--- src/rtl/inst_sram_arbiter.sv ---
// -----------------------------------------------------------------------------
// inst_sram_arbiter
//
// Shares the single-port, synchronous-read instruction SRAM between the IF
// stage fetch port and a loader/debug port. IF only fetches while it holds the
// registered permission if_grant. The loader gains the port through a one-cycle
// drain window followed by a burst of at most LD_BURST beats, after which the
// port is handed back to IF. The last word fetched by IF is held so loader
// traffic cannot disturb an instruction IF is stalled on.
//
// Optional feature macro: INST_ARB_BOOT_HOLD_EN
//   defined   : reset into S_BOOT; the loader owns the port and IF is held off
//               until ld_done is pulsed.
//   undefined : S_BOOT is not built; reset into S_IF with if_grant = 1.
//
// Parameters:
//   ADDR_W    address width on all ports
//   LD_BURST  maximum consecutive loader beats per ownership window (>= 1)
//
// Ports:
//   clk, reset       clock, asynchronous active-high reset
//   if_en, if_addr   IF read request and address
//   if_grant         registered fetch permission to IF
//   if_rdata         instruction data to IF (live or held)
//   ld_req, ld_we    loader request, write qualifier
//   ld_addr          loader address
//   ld_wdata         loader write data
//   ld_done          end-of-load pulse (only acted on in S_BOOT)
//   ld_gnt           loader beat accepted this cycle
//   ld_rvalid        loader read data valid
//   ld_rdata         loader read data
//   sram_*           SRAM macro port, read data returns one cycle after enable
// -----------------------------------------------------------------------------
module inst_sram_arbiter #(
    parameter int ADDR_W   = 64,
    parameter int LD_BURST = 8
) (
    input  logic              clk,
    input  logic              reset,

    input  logic              if_en,
    input  logic [ADDR_W-1:0] if_addr,
    output logic              if_grant,
    output logic [31:0]       if_rdata,

    input  logic              ld_req,
    input  logic              ld_we,
    input  logic [ADDR_W-1:0] ld_addr,
    input  logic [31:0]       ld_wdata,
    input  logic              ld_done,
    output logic              ld_gnt,
    output logic              ld_rvalid,
    output logic [31:0]       ld_rdata,

    output logic              sram_en,
    output logic              sram_we,
    output logic [ADDR_W-1:0] sram_addr,
    output logic [31:0]       sram_wdata,
    input  logic [31:0]       sram_rdata
);

    // state   | meaning
    // S_BOOT  | loader owns the port until ld_done, IF blocked
    // S_IF    | IF owns the port
    // S_DRAIN | one idle cycle, last IF read data returns
    // S_LD    | loader burst, at most LD_BURST beats
    typedef enum logic [1:0] {
        S_BOOT  = 2'd0,
        S_IF    = 2'd1,
        S_DRAIN = 2'd2,
        S_LD    = 2'd3
    } state_t;

    localparam int CNT_W = $clog2(LD_BURST + 1);
    localparam logic [CNT_W-1:0] BEAT_LAST = CNT_W'(LD_BURST - 1);

`ifdef INST_ARB_BOOT_HOLD_EN
    localparam state_t RESET_STATE = S_BOOT;
    localparam logic   RESET_GRANT = 1'b0;
`else
    localparam state_t RESET_STATE = S_IF;
    localparam logic   RESET_GRANT = 1'b1;

    // ld_done only matters in S_BOOT, which is absent from this build.
    logic unused_ld_done;
    assign unused_ld_done = ld_done;
`endif

    state_t            state;
    logic [CNT_W-1:0]  beat_cnt;
    logic              if_rd_q;
    logic              ld_rd_q;
    logic [31:0]       if_hold;
    logic              ld_owns;

    // Loader owns the port in S_LD (and S_BOOT when built in).
    always_comb begin
        ld_owns = (state == S_LD);
`ifdef INST_ARB_BOOT_HOLD_EN
        if (state == S_BOOT) begin
            ld_owns = 1'b1;
        end
`endif
    end

    // ld_gnt is gated by reset so nothing is accepted while reset is held.
    assign ld_gnt = ld_owns && ld_req && !reset;

    always_comb begin
        sram_en    = 1'b0;
        sram_we    = 1'b0;
        sram_addr  = '0;
        sram_wdata = '0;
        if (state == S_IF) begin
            sram_en   = if_en;
            sram_addr = if_addr;
        end else if (ld_owns) begin
            sram_en    = ld_gnt;
            sram_we    = ld_we;
            sram_addr  = ld_addr;
            sram_wdata = ld_wdata;
        end
    end

    always_ff @(posedge clk or posedge reset) begin
        if (reset) begin
            state    <= RESET_STATE;
            if_grant <= RESET_GRANT;
            beat_cnt <= '0;
        end else begin
            case (state)
`ifdef INST_ARB_BOOT_HOLD_EN
                S_BOOT: begin
                    if (ld_done) begin
                        state    <= S_IF;
                        if_grant <= 1'b1;
                    end
                end
`endif
                S_IF: begin
                    if (ld_req) begin
                        state    <= S_DRAIN;
                        if_grant <= 1'b0;
                    end
                end
                S_DRAIN: begin
                    state <= S_LD;
                end
                S_LD: begin
                    // Leave on an idle loader or on the last beat of the window.
                    if (!ld_req || (beat_cnt == BEAT_LAST)) begin
                        state    <= S_IF;
                        if_grant <= 1'b1;
                        beat_cnt <= '0;
                    end else begin
                        beat_cnt <= beat_cnt + CNT_W'(1);
                    end
                end
                default: begin
                    state    <= S_IF;
                    if_grant <= 1'b1;
                    beat_cnt <= '0;
                end
            endcase
        end
    end

    // Read tracking: which port the SRAM data in the current cycle belongs to.
    always_ff @(posedge clk or posedge reset) begin
        if (reset) begin
            if_rd_q <= 1'b0;
            ld_rd_q <= 1'b0;
            if_hold <= '0;
        end else begin
            if_rd_q <= if_en && (state == S_IF);
            ld_rd_q <= ld_gnt && !ld_we;
            if (if_rd_q) begin
                if_hold <= sram_rdata;
            end
        end
    end

    assign ld_rvalid = ld_rd_q;
    assign ld_rdata  = sram_rdata;

    // Outside an IF return cycle, IF keeps seeing its last fetched word.
    assign if_rdata  = if_rd_q ? sram_rdata : if_hold;

endmodule
--- config.mk ---
export PLATFORM = sky130hd
export DESIGN_NAME = inst_sram_arbiter
export DESIGN_NICKNAME = d
export VERILOG_FILES = /design/src/rtl/inst_sram_arbiter.sv
export SDC_FILE = /design/constraint.sdc
export NUM_CORES = 1
export LEC_CHECK = 0
export BUFFER_PORTS_ARGS = -buffer_cell sky130_fd_sc_hd__buf_2
export CORE_AREA = 5 5 137 139
export CTS_BUF_LIST = sky130_fd_sc_hd__clkbuf_4 sky130_fd_sc_hd__clkbuf_8
export CTS_CLUSTER_DIAMETER = 80
export DETAILED_ROUTE_END_ITERATION = 8
export DIE_AREA = 0 0 142 144
export GPL_TIMING_DRIVEN = 0
export HOLD_SLACK_MARGIN = 0.03
export PLACE_DENSITY = 0.51
export SKIP_CTS_REPAIR_TIMING = 1
export SKIP_LAST_GASP = 1
export SLEW_MARGIN = 25
export SYNTH_ARGS = -nofsm -noshare
export SYNTH_HDL_FRONTEND = slang
export SYNTH_SLANG_ARGS = --single-unit
--- constraint.sdc ---
create_clock -name clk -period 3 [get_ports clk]
set_clock_uncertainty 0.05 [all_clocks]
set_input_delay 0.6 -clock clk [delete_from_list [all_inputs] [get_ports clk]]
set_output_delay 0.6 -clock clk [all_outputs]
set_load 0.01 [all_outputs]
# Word level (Yosys, flattened, before mapping)
# Index checks and enable logic that the tools add are counted.
[totals]
romBits = 0
ramBits = 0
inputBits = 198
elab_cells = 42
latchBits = 0
mem_count = 0
output_inout_bits = 165
reg_bits = 41
[op_classes]
muxes = 17
n_mul = 0
n_bitwise = 1
n_addsub = 1
n_eq_ne = 6
n_lt_le_gt_ge = 0
reduce_logical = 11
n_shift = 0
n_div = 0
[ops]
columns = ["op", "n"]
rows = [
  ["$mux 64", 2],
  ["$mux 32", 3],
  ["$pmux 4 s2", 1],
  ["$mux 1", 6],
  ["$pmux 2 s3", 1],
  ["$add 4x1->4 const B", 1],
  ["$eq 2x2->1 const B", 2],
  ["$eq 4x3->1 const B", 1],
  ["$logic_and 1x1->1", 4],
  ["$mux 2", 2],
  ["$mux 4", 1],
  ["$logic_not 1->1", 3],
  ["$pmux 1 s3", 1],
  ["$reduce_and 3->1", 1],
  ["$eq 2x1->1 const B", 1],
  ["$ne 2x1->1 const B", 1],
  ["$ne 2x2->1 const B", 1],
  ["$reduce_and 2->1", 1],
  ["$reduce_or 2->1", 1],
  ["$logic_or 1x1->1", 1],
  ["$not 1->1", 1],
]

# Longest topological paths before layout
# Gate-level depths: netlist of run 1.
[depth]
ltp_word = 5
ltp_mapped = 7
depth_no_buf = 5

# Least setup slack after synthesis of run 1
# No wires, ideal clock.
[synth_path]
kind = "flip-flop to output port"
from = "reg state[0]"
to = "out sram_addr[43]"
path_stages_with_launch = 6
setup_slack_ps = 948
required_ps = 2350
n_path_buf = 2
arrival_ps = 1402
cell_sequence = "dfstp_2 > ha_1 > buf_4 > buf_2 > nand2_1 > o21ai_0"
[synth_via]
elab_chain_cells = 3
word_cells_on_any_way = 4
[synth_rtl]
columns = ["item", "line_no", "text"]
rows = [
  ["from (decl)", "89", "state_t state;"],
  ["from (signal assigned)", "127", "state <= RESET_STATE;"],
  ["from (signal assigned)", "142", "state <= S_DRAIN;"],
  ["from (signal assigned)", "147", "state <= S_LD;"],
  ["$eq 2x2->1", "98", "ld_owns = (state == S_LD);"],
  ["$mux 64", "117", "end else if (ld_owns) begin"],
  ["$mux 64 (*)", "114", "if (state == S_IF) begin"],
  ["to (decl)", "57", "output logic [ADDR_W-1:0] sram_addr,"],
]
# Every way passes the cells marked *; elsewhere a longest branch is shown, timed or not.

# Worst setup path after layout of run 1
[layout_path]
from = "reg state[0]"
to = "out sram_addr[8]"
# The elaborated chain is that of the path after synthesis.

==> impl_metrics.csv, run 1 <==
group,metric,value,unit
floorplan,io_pins,363,
sta,slew_headroom,0.718,
sta,hold_violations,0,
sta,fin_hold_ws,0.215,ns
finish,area_growth,71.9,%
worst_setup_path,path_max_fanout,10,
detailed_routing,first_pass_iters,4,
worst_setup_path,cpPeakStageDelay,0.57,ns
yosys,ys_seq_area_frac,0.331,
detailed_routing,top_layer_used,"met4",
finish,finalNetCount,970,
worst_setup_path,path_common_cell,"buf_2",
detailed_routing,drt_wl_total,14900,um
detailed_routing,drcViolationCount,0,
clock_network,cts_buffer_depth,2,
run,max_cap_violations,0,
yosys,yosys-top-cells-area,"dfrtp_1 (31%), nand2_1 (16%), mux2_2 (11%)",
grt,grt_pass1_vias,3832,
detailed_routing,drtAntennaViolNets,0,
worst_setup_path,path_delay_family,"buffers and inverters",
detailed_routing,via_per_inst,3.98,
finish,drive_gt1_frac,0.605,
detailed_routing,avgRoutedWirePerCell,14.9,um
grt,grt_pass1_wl,21200,um
pwr,p_leak,3.01,nW
detailed_routing,drt-initial-drc-count,84,
placed_design,dpl_cell_area,5220,sq um
yosys,yosysWarnings,0,
floorplan,design.core.area,17500,sq um
clock_network,numCtsBuffers,5,
sta,rsz0062_at_grt,"no",
yosys,synth_flop_cell,"dfrtp_1",
yosys,synth_fp_nets,601,
floorplan,die_y,144,um
sta,fin_crit,2.77,ns
worst_setup_path,start_kind,"flip-flop",
worst_setup_path,path_class,"flip-flop to output pin",
grt,grt_overflow,0,
yosys,synth-edff-count,0,
worst_setup_path,cp_data_required_time,2.35,ns
detailed_routing,routed-wl-met3,1360,um
grt,antenna_found_initial,0,
clock_network,clk_latency,0.29,ns
pwr,p_per_area,910,nW/um^2
clock_network,cts_max_level,2,
yosys,synthDominantCellAreaShare,0.314,
sta,fin_crit_sh,0.924,
grt,grt_max_degree,30,
pwr,vdd_drop_max,356,uV
yosys,netlist_area,3110,sq um
worst_setup_path,crit_chain,"ha_2, buf_6, buf_2, nand2_1, o21ai_1, buf_2",
worst_setup_path,reg2reg_slack,1.33,ns
worst_setup_path,worstPathArrival,2.12,ns
clock_network,path_clk_slew,0.09,ns
worst_setup_path,cp_num_buf_inv,3,
yosys,post-synth-top-area-cell,"dfrtp_1",
finish,final_area,5340,sq um
yosys,ys_types,33,
grt,groute.usage.overall,0.130,
finish,final_cell_mix,"buf_2 (369), nand2_1 (129), o21ai_0 (60)",
clock_network,clock-root-buffer,"clkbuf_8",
placed_design,globalplace.congestion,0.820,
floorplan,dieArea,20400,sq um
sta,tightest_slew,0.422,ns
sta,finalSetupViolations,0,
clock_network,cts_tree,"built",
detailed_routing,met1_length,5710,um
yosys,synth-async-reset-ratio,1.00,
worst_setup_path,cp-end-kind,"output pin",
sta,final_max_slew_viol_count,0,
finish,layout_commonest_cell,"buf_2",
sta,fmax,361,MHz
worst_setup_path,r2r-start,"state[0]",
clock_network,clock_sinks,41,
floorplan,rows,49,
floorplan,die_x,142,um
outcome,status,"completed",
hold_path,hold_path.class,"input port to async pin",
yosys,synth.avg_cell_area,7.80,sq um
placed_design,numPortBuffers,361,
detailed_routing,vias,3973,
floorplan,start_util,0.177,
finish,n_antenna_cell,0,
worst_setup_path,r2r-end,"state[1]",
finish,fill_cells,1940,
yosys,ys_seq_elements,41,
detailed_routing,route.met2.wl,7580,um
placed_design,hpwl,12800,um
yosys,syn_inst,398,
worst_setup_path,reg2reg_depth,5,
worst_setup_path,slowest_stage,"dfstp_2",
where the power goes:
part	switching, mW	internal [mW]	total (mW)
Combinational	2.06	1.44	3.51
Clock	0.202	0.259	0.461
Sequential	0.0766	0.814	0.890
worst max path at each step:
| stage | from | end | slack (ns) | cells past startpoint |
|---|---|---|---|---|
| global route | state[0] | sram_addr[8] | 0.07 | 6 |
| finish | state[0] | sram_addr[8] | 0.23 | 6 |
| floorplan | state[0] | sram_addr[43] | 0.95 | 5 |
| CTS | state[0] | sram_addr[8] | -0.33 | 5 |
| detailed placement | state[0] | sram_addr[8] | 0.02 | 5 |
| global placement | state[0] | sram_addr[8] | -0.005 | 5 |
cell usage after synthesis, types with 5 or more instances:
master / instances
nand2_1: 129
o21ai_0: 61
buf_4: 40
dfrtp_1: 39
and2_1: 34
mux2_2: 31
buf_2: 8
inv_1: 7
clkbuf_1: 6
ha_1: 5
per-stage QoR:
| stage | TNS (ns) | power, mW | setup slack [ns] | util | cells |
|---|---|---|---|---|---|
| 6_report | 0 | 4.86 | 0.227 | 0.304 | 997 |
| 5_1_grt | 0 | 5.32 | 0.0685 | 0.304 | 997 |
| 2_1_floorplan | 0 | 2.92 | 0.948 | - | 398 |
| 4_1_cts | -0.325 | 4.97 | -0.325 | 0.304 | 997 |
| 3_3_place_gp | -0.00546 | 4.47 | -0.00546 | 0.296 | 988 |
| 3_5_place_dp | 0 | 4.48 | 0.0176 | 0.298 | 989 |
worst register-to-register path: cells and delay by family, from the launching register on:
kind / cells / cell delay [ns]
AOI/OAI and AO/OA: 1 / 0.23
adders and majority gates: 1 / 0.25
muxes: 1 / 0.21
buffers and inverters: 2 / 0.30
DFF: 1 / 0.57
final cells by class:
class                           instances  area (sq um)  share of cell area
Timing Repair Buffer                  362          1830               0.342
Sequential cell                        41          1030               0.193
Clock buffer                            6          76.3              0.0143
Multi-Input combinational cell        288          1630               0.306
Tap cell                              229           287              0.0537
Inverter                                8          30.0             0.00562
Buffer                                 61           418              0.0783
Clock inverter                          2          38.8             0.00727
per-layer routing:
layer  global-route usage  vias to the layer above
li1                     -                     1991
met1                0.153                     1754
met2                0.237                      217
met3               0.0327                       11
met4               0.0308                        0
met5                    0                        -
registers in the layout, indices dropped and copies added (netlist names):
| name | count |
|---|---|
| beat_cnt | 4 |
| if_rd_q | 1 |
| if_grant | 1 |
| state | 2 |
| ld_rvalid | 1 |
| if_hold | 32 |
logic make-up (layout without fill, tap and decap cells):
kind of cell,Yosys count,count (layout),synth area share
compound gates,73,73,0.128
fa+ha+maj,5,5,0.0201
buf+inv,69,439,0.143
flops,41,41,0.331
mux,36,36,0.129
simple gates,174,174,0.248
No activity file was read; power rests on OpenSTA's default activity.
==> run 2, diff against run 1 <==
--- a/config.mk
+++ b/config.mk
@@ -6,14 +6,13 @@
 export NUM_CORES = 1
 export LEC_CHECK = 0
 export BUFFER_PORTS_ARGS = -buffer_cell sky130_fd_sc_hd__buf_2
-export CORE_AREA = 5 5 137 139
+export CORE_AREA = 2 2 142 144
 export CTS_BUF_LIST = sky130_fd_sc_hd__clkbuf_4 sky130_fd_sc_hd__clkbuf_8
 export CTS_CLUSTER_DIAMETER = 80
 export DETAILED_ROUTE_END_ITERATION = 8
-export DIE_AREA = 0 0 142 144
-export GPL_TIMING_DRIVEN = 0
+export DIE_AREA = 0 0 144 146
 export HOLD_SLACK_MARGIN = 0.03
-export PLACE_DENSITY = 0.51
+export PLACE_DENSITY = 0.47
 export SKIP_CTS_REPAIR_TIMING = 1
 export SKIP_LAST_GASP = 1
 export SLEW_MARGIN = 25
==> impl_metrics.csv, run 2 (same netlist as run 1, synthesis figures left out) <==
group,metric,value,unit
outcome,status,"completed",
sta,fin_crit_sh,0.906,
worst_setup_path,cp_data_required_time,2.35,ns
clock_network,clk_latency,0.29,ns
detailed_routing,avgRoutedWirePerCell,12.3,um
grt,grt_max_degree,85,
grt,grt_pass1_vias,3349,
sta,fin_crit,2.72,ns
clock_network,clock_sinks,41,
finish,area_growth,62.1,%
sta,rsz0062_at_grt,"no",
worst_setup_path,critPathLaunch,"state[0]",
sta,fin_hold_ws,0.356,ns
grt,antenna_found_initial,0,
worst_setup_path,worstPathArrival,2.07,ns
floorplan,rows,51,
finish,fill_cells,2135,
clock_network,cts_max_level,2,
worst_setup_path,slowest_stage,"dfstp_2",
pwr,vdd_drop_max,385,uV
run,max_cap_violations,0,
clock_network,clock-root-buffer,"clkbuf_8",
worst_setup_path,endpoint,"sram_addr[55]",
worst_setup_path,cp-end-kind,"output pin",
pwr,p_per_area,897,nW/um^2
worst_setup_path,reg2reg_depth,5,
sta,hold_violations,0,
worst_setup_path,path_delay_family,"flip-flops",
finish,finalNetCount,916,
clock_network,path_clk_slew,0.08,ns
clock_network,cts_buffer_depth,2,
hold_path,hold_path.class,"input port to async pin",
grt,groute.usage.overall,0.101,
placed_design,globalplace.congestion,0.736,
finish,drive_gt1_frac,0.583,
clock_network,numCtsBuffers,5,
detailed_routing,via_per_inst,3.78,
detailed_routing,vias,3701,
sta,tightest_slew,0.641,ns
worst_setup_path,path_max_fanout,66,
worst_setup_path,r2r-end,"state[0]",
floorplan,io_pins,363,
detailed_routing,drt_wl_total,12000,um
worst_setup_path,r2r-start,"state[0]",
sta,setup_tns,0,ns
detailed_routing,drt-initial-drc-count,92,
pwr,p_leak,2.77,nW
worst_setup_path,cpPeakStageDelay,0.59,ns
detailed_routing,first_pass_iters,4,
floorplan,die_y,146,um
placed_design,numPortBuffers,361,
detailed_routing,drtAntennaViolNets,0,
worst_setup_path,path_class,"flip-flop to output pin",
floorplan,start_util,0.161,
finish,reg_top3,"if_hold (32), beat_cnt (4), state (2)",
detailed_routing,drcViolationCount,0,
sta,fmax,368,MHz
sta,slew_headroom,0.572,
sta,final_max_slew_viol_count,0,
finish,n_antenna_cell,0,
worst_setup_path,cp_num_buf_inv,2,
placed_design,hpwl,10000,um
sta,finalSetupViolations,0,
finish,top_register,"if_hold",
grt,grt_overflow,0,
finish,final_cell_mix,"buf_2 (361), nand2_1 (129), o21ai_0 (61)",
finish,layout_commonest_cell,"buf_2",
floorplan,die_x,144,um
finish,largest_reg_flops,32,
floorplan,design.core.area,19300,sq um
grt,grt_pass1_wl,16900,um
worst_setup_path,start_kind,"flip-flop",
worst_setup_path,crit_chain,"ha_2, buf_12, nand2_1, o21ai_0, buf_2",
worst_setup_path,reg2reg_slack,1.13,ns
floorplan,dieArea,21000,sq um
worst_setup_path,worst-path-stages,5,
clock_network,cts_tree,"built",
-- run 2: cell count changes in the layout (fill, tap and decap cells not counted), moves of 2 or more --
cell	delta
clkbuf_8	+2
clkbuf_2	-5
clkbuf_1	-5
buf_2	-8
buf_6	-3
buf_4	-34
-- run 2: worst min-delay path by stage --
| stage | startpoint | endpoint | slack [ns] | cells after the start |
|---|---|---|---|---|
| global route | reset | if_hold[14] | 0.41 | 2 |
| finish | reset | if_rd_q | 0.36 | 2 |
| floorplan | state[0] | state[0] | 0.45 | 2 |
| global placement | if_hold[4] | if_hold[4] | 0.41 | 1 |
| CTS | reset | beat_cnt[1] | 0.37 | 2 |
| detailed placement | if_hold[4] | if_hold[4] | 0.42 | 1 |
-- run 2: cell type report --
class | instances | area (sq um) | area share
clock buffer | 7 | 96.3 | 0.0191
clock inverter | 1 | 8.76 | 0.00174
inverter | 8 | 30.0 | 0.00597
multi-input combinational | 288 | 1650 | 0.327
sequential | 41 | 1030 | 0.204
tap | 265 | 332 | 0.0659
timing repair buffer | 369 | 1890 | 0.376
-- run 2: metal layers --
layer / track usage / routed length [um] / up-vias
met5: 0 / 0 / -
met3: 0.0217 / 1120 / 4
met2: 0.202 / 6200 / 206
met4: 0.0118 / 49 / 0
li1: - / - / 1887
met1: 0.109 / 4630 / 1604
-- run 2: metrics by stage --
| step | total power [mW] | cell area (sq um) | utilization | cells | setup WS [ns] |
|---|---|---|---|---|---|
| after floorplan | 2.92 | 3110 | - | 398 | 0.948 |
| after global placement | 4.22 | 4930 | 0.255 | 971 | 0.553 |
| after detailed placement | 4.22 | 4930 | 0.255 | 971 | 0.555 |
| after CTS | 4.64 | 5030 | 0.260 | 979 | 0.230 |
| after global routing | 4.96 | 5030 | 0.260 | 979 | 0.141 |
| final | 4.51 | 5030 | 0.260 | 979 | 0.283 |
-- run 2: where the power goes --
group / leakage [nW] / switching, mW / total, mW / internal [mW]
clock network: 0.0549 / 0.193 / 0.405 / 0.212
logic: 2.22 / 1.87 / 3.22 / 1.34
registers: 0.492 / 0.0789 / 0.893 / 0.814
total: 2.77 / 2.14 / 4.51 / 2.37
